**config.mk**
```make
export PLATFORM = sky130hd
export DESIGN_NAME = present_round_ctrl
export DESIGN_NICKNAME = d
export VERILOG_FILES = /design/src/rtl/present_round_ctrl.sv
export SDC_FILE = /design/constraint.sdc
export NUM_CORES = 1
export LEC_CHECK = 0
export BUFFER_PORTS_ARGS = -buffer_cell sky130_fd_sc_hd__buf_2
export CORE_AREA = 10 10 214 216
export CTS_CLUSTER_DIAMETER = 30
export CTS_CLUSTER_SIZE = 25
export DETAILED_ROUTE_END_ITERATION = 8
export DIE_AREA = 0 0 224 226
export SYNTH_ARGS = -nofsm -noshare
export SYNTH_HDL_FRONTEND = slang
export SYNTH_SLANG_ARGS = --single-unit
```
**constraint.sdc**
```tcl
create_clock -name clk -period 4 [get_ports clk]
set_input_delay 0.6 -clock clk [delete_from_list [all_inputs] [get_ports clk]]
set_output_delay 0.6 -clock clk [all_outputs]
set_load 0.05 [all_outputs]
```
**src/rtl/present_round_ctrl.sv**
```systemverilog
// present_round_ctrl
//
// Iterative PRESENT-80 block encryptor: one cipher round per clock, with a
// valid/ready handshake on both the job input and the ciphertext output.
// Only one job is in flight at a time. A job is accepted in IDLE, runs
// ROUNDS rounds, whitens with the final round key in FINAL, and then waits
// in DONE until the consumer takes the ciphertext.
//
// Ports
//   clk         system clock, rising-edge active
//   rst         synchronous active-high reset
//   in_valid    plaintext/key valid
//   in_ready    ready to accept a job (IDLE only)
//   plaintext   64-bit block to encrypt
//   key         80-bit user key
//   out_valid   ciphertext valid (held until accepted)
//   out_ready   consumer accepts ciphertext
//   ciphertext  64-bit result, holds its value until the next job finishes
//   busy        high while rounds or final whitening are in progress
//   round_idx   current round counter in ROUND, otherwise 0
//
// state | meaning
// ------+-----------------------------------------------------------
// IDLE  | waiting for in_valid; in_ready high
// ROUND | one PRESENT round per clock, rc = 1..ROUNDS
// FINAL | add last round key, register ciphertext, raise out_valid
// DONE  | ciphertext presented; wait for out_ready

module present_round_ctrl #(
    parameter int unsigned ROUNDS = 31
) (
    input  logic        clk,
    input  logic        rst,
    input  logic        in_valid,
    output logic        in_ready,
    input  logic [63:0] plaintext,
    input  logic [79:0] key,
    output logic        out_valid,
    input  logic        out_ready,
    output logic [63:0] ciphertext,
    output logic        busy,
    output logic [4:0]  round_idx
);

    localparam logic [4:0] LAST_RC = 5'(ROUNDS);

    typedef enum logic [1:0] {
        S_IDLE  = 2'd0,
        S_ROUND = 2'd1,
        S_FINAL = 2'd2,
        S_DONE  = 2'd3
    } state_t;

    state_t      state_q;
    state_t      state_d;

    logic [63:0] state_reg;
    logic [63:0] state_reg_d;
    logic [79:0] key_reg;
    logic [79:0] key_reg_d;
    logic [4:0]  rc;
    logic [4:0]  rc_d;
    logic [63:0] ct_d;
    logic        ov_d;

    logic [63:0] round_out;
    logic [79:0] key_next;

    // ------------------------------------------------------------------
    // PRESENT primitives
    // ------------------------------------------------------------------
    function automatic logic [3:0] sbox(input logic [3:0] x);
        logic [3:0] y;
        case (x)
            4'h0:    y = 4'hC;
            4'h1:    y = 4'h5;
            4'h2:    y = 4'h6;
            4'h3:    y = 4'hB;
            4'h4:    y = 4'h9;
            4'h5:    y = 4'h0;
            4'h6:    y = 4'hA;
            4'h7:    y = 4'hD;
            4'h8:    y = 4'h3;
            4'h9:    y = 4'hE;
            4'hA:    y = 4'hF;
            4'hB:    y = 4'h8;
            4'hC:    y = 4'h4;
            4'hD:    y = 4'h7;
            4'hE:    y = 4'h1;
            default: y = 4'h2;
        endcase
        return y;
    endfunction

    function automatic logic [63:0] sbox_layer(input logic [63:0] x);
        logic [63:0] y;
        logic [5:0]  b;
        y = '0;
        for (int i = 0; i < 16; i++) begin
            b = 6'(4 * i);
            y[b +: 4] = sbox(x[b +: 4]);
        end
        return y;
    endfunction

    // Bit i moves to position 16*i mod 63; bit 63 stays in place.
    function automatic logic [63:0] p_layer(input logic [63:0] x);
        logic [63:0] y;
        logic [5:0]  src;
        logic [5:0]  dst;
        y = '0;
        for (int i = 0; i < 63; i++) begin
            src    = 6'(i);
            dst    = 6'((16 * i) % 63);
            y[dst] = x[src];
        end
        y[63] = x[63];
        return y;
    endfunction

    // Rotate left by 61, substitute the top nibble, fold the round counter
    // into bits 19:15.
    function automatic logic [79:0] key_update(input logic [79:0] k,
                                               input logic [4:0]  c);
        logic [79:0] r;
        r          = {k[18:0], k[79:19]};
        r[79:76]   = sbox(r[79:76]);
        r[19:15]   = r[19:15] ^ c;
        return r;
    endfunction

    assign round_out = p_layer(sbox_layer(state_reg ^ key_reg[79:16]));
    assign key_next  = key_update(key_reg, rc);

    // ------------------------------------------------------------------
    // Next-state and output decode
    // ------------------------------------------------------------------
    always_comb begin
        state_d     = state_q;
        state_reg_d = state_reg;
        key_reg_d   = key_reg;
        rc_d        = rc;
        ct_d        = ciphertext;
        ov_d        = out_valid;
        in_ready    = 1'b0;
        busy        = 1'b0;
        round_idx   = 5'd0;

        unique case (state_q)
            S_IDLE: begin
                in_ready = 1'b1;
                if (in_valid) begin
                    state_reg_d = plaintext;
                    key_reg_d   = key;
                    rc_d        = 5'd1;
                    state_d     = S_ROUND;
                end
            end

            S_ROUND: begin
                busy        = 1'b1;
                round_idx   = rc;
                state_reg_d = round_out;
                key_reg_d   = key_next;
                // rc stops at the last round value rather than wrapping
                // past 31 when ROUNDS is at its maximum.
                if (rc == LAST_RC) begin
                    state_d = S_FINAL;
                end else begin
                    rc_d = rc + 5'd1;
                end
            end

            S_FINAL: begin
                busy    = 1'b1;
                ct_d    = state_reg ^ key_reg[79:16];
                ov_d    = 1'b1;
                state_d = S_DONE;
            end

            S_DONE: begin
                if (out_ready) begin
                    ov_d    = 1'b0;
                    state_d = S_IDLE;
                end
            end

            default: begin
                state_d = S_IDLE;
            end
        endcase
    end

    // ------------------------------------------------------------------
    // State and datapath registers
    // ------------------------------------------------------------------
    always_ff @(posedge clk) begin
        if (rst) begin
            state_q    <= S_IDLE;
            state_reg  <= '0;
            key_reg    <= '0;
            rc         <= '0;
            ciphertext <= '0;
            out_valid  <= 1'b0;
        end else begin
            state_q    <= state_d;
            state_reg  <= state_reg_d;
            key_reg    <= key_reg_d;
            rc         <= rc_d;
            ciphertext <= ct_d;
            out_valid  <= ov_d;
        end
    end

endmodule

```
==> metrics.txt <==
Tightest Pin Transition ~1.1 ns; CP required roughly 4.4 ns; Fmax about 340 MHz; CTS max path bufs 3; hold slack 0.3814 ns; share of the synthesized area in the top cell type 0.3585; skew final around 0.029 ns; Crit. End Element register; most frequent cells in the layout dfxtp_1, buf_2, nor2_1; router iterations before antenna repair 5; largest area contributor in the netlist dfxtp_1; Yosys warning total 0; fin crit period roughly 2.9 ns; antenna violations before repair 4; status complete, no violations; vias per inst between 5 and 6; Buffers on Ports between 200 and 250; Tcrit/Tclk final 0.7296; Max Cap Violations 0; worst hold path class in -> reg; syn nets 1,547; final hold vios 0; vias post-DR 10,451; Post-DP Area between 10,000 and 15,000 µm²; # DRC 0; Syn Std Cell Area between 10,000 and 15,000 µm²; RSZ-0062 raised after global routing false; final instance area between 15,000 and 20,000 µm²; largest fanout on the critical path 12; number of synthesized flops with an enable pin 0; Synth async-reset ratio 0; Die X 224 µm; total CTS buffers a little over 50; CP peak stage delay 0.58 ns; setup TNS 0 ns; total wire length approximately 44 mm; max reg flops 80; crit path DAT between 3 and 4 ns; post-CTS resize count 0; die span in y 226 µm; vias in the first global route 10,235; post-CTS setup repair buffer count 0; Syn Area/Cell 9.394 µm²; ANT nets after route 0; layout cells sized above 1 0.2316; initial DRC count between 700 and 800; WP buf/inv 2; CTS Hold Bufs 0; Max Slew Vio Count 0; synthesis-to-layout area growth 26.71%; cells along the critical path inv_1 > ha_1 > mux2_8 > o22ai_1 > nor3_1 > inv_1 > ha_1 > a221oi_1 > a21oi_1; Setup-failing EPs final 0; register area share after synthesis 0.3585; DP Wirelength around 34 mm; Initial Util 0.2956; Row Count 75; CTS clk-pin slew, worst paths 0.05 ns; Sink Count 220; Synth Instances around 1,300; slowest CP cell nor3_1; main flop type after synthesis dfxtp_1; CTS Root Cell clkbuf_16; worst skew pair latency about 0.56 ns; TritonCTS clock tree done; Congestion Overflow GR 0; Setup CP Type reg -> reg; Critical Path Start Type register; GP Congestion 0.8723; flops & latches, synth 220; IO Count 220; global-route wire length before repair ~64 mm; normalized max-slew margin 0.2848; Netlist cell types 47; Top delay family on crit path adder cells; Nets approximately 1,700; Tot GR Track Use 0.1672; Core Region slightly above 40,000 µm²; most common cell after layout, fill and taps aside dfxtp_1; largest net degree at the start of global routing between 200 and 250; wire length per cell about 21 µm; DIE AREA 50,620 µm²; Synth area leaders dfxtp_1, mux2i_1, a211oi_1, ha_1, nor2_1; htree depth 2
## stage by stage
step           cells    util  setup slack, ns
4_1_cts         2076  0.3744            1.109
3_5_place_dp    1982  0.3332            1.149
2_1_floorplan   1308       -            1.381
3_3_place_gp    1982  0.3332            1.310
5_1_grt         2078  0.3745           0.8736
6_report        2078  0.3745            1.082
## worst register-to-register path, stage by stage (launching register included)
cell and delay (ns):
dfxtp_1 0.43, inv_1 0.12, ha_1 0.34, mux2_8 0.35, o22ai_1 0.10, nor3_1 0.58
inv_1 0.19, ha_1 0.27, a221oi_1 0.36, a21oi_1 0.07
## final timing paths
path | cells past startpoint | from | endpoint | slack, ns
setup / recovery | 9 | state_q[0]$_SDFFE_PP0P_ | key_next[77]$_DFF_P_ | 1.08
hold / removal | 3 | key[50] | key_reg[50]$_SDFFE_PP0N_ | 0.38
setup reg to reg | 9 | state_q[0]$_SDFFE_PP0P_ | key_next[77]$_DFF_P_ | 1.08
hold reg to reg | 2 | state_reg[53]$_SDFFE_PP0N_ | state_reg[53]$_SDFFE_PP0N_ | 0.47
## kinds of logic after synthesis
family | share of synthesized area
XOR/XNOR | 0.06273
AND/OR/NAND/NOR | 0.09389
AO/OA/AOI/OAI | 0.1643
multiplexers | 0.1765
adder cells (fa/ha/maj) | 0.09267
buffers and inverters | 0.05153
flip-flops | 0.3585
## cell type report
class,count,area (µm²)
repair buffers,225,1185
diodes,2,5.005
clock buffers,64,1405
fillers,4178,26000
clock inverters,30,309.0
inverters,73,287.8
multi-input cells,925,7298
flip-flops and latches,220,4404
well taps,539,674.4
## cell usage after synthesis (2+ instances only)
cell type,instances
mux2i_1,142
o21ai_0,17
clkbuf_1,72
a22oi_1,3
buf_1,14
buf_2,3
nor3b_1,4
o22ai_1,2
a311o_1,4
a221oi_1,3
and2_1,6
a211o_1,11
nand2_1,34
a211oi_1,166
inv_1,72
nor3_1,18
a21oi_1,61
a22o_1,2
o32ai_1,2
ha_1,91
nor2_1,205
o211ai_1,14
xnor2_1,65
mux4_2,32
xor2_1,23
dfxtp_1,220
a2bb2oi_1,2
## routing by layer
| metal | wire length (µm) | vias to the layer above | GRT usage | part of all wire |
|---|---|---|---|---|
| met5 | 13 | - | 0 | 0.00030 |
| met4 | 1219 | 2 | 0.06011 | 0.028 |
| met3 | 2745 | 66 | 0.03567 | 0.062 |
| met2 | 19880 | 327 | 0.2609 | 0.45 |
| met1 | 20150 | 5000 | 0.2229 | 0.46 |
| li1 | - | 5056 | - | - |
Power is not shown: default switching activity piles up to over one toggle a cycle in this logic, so the estimate is an artifact.
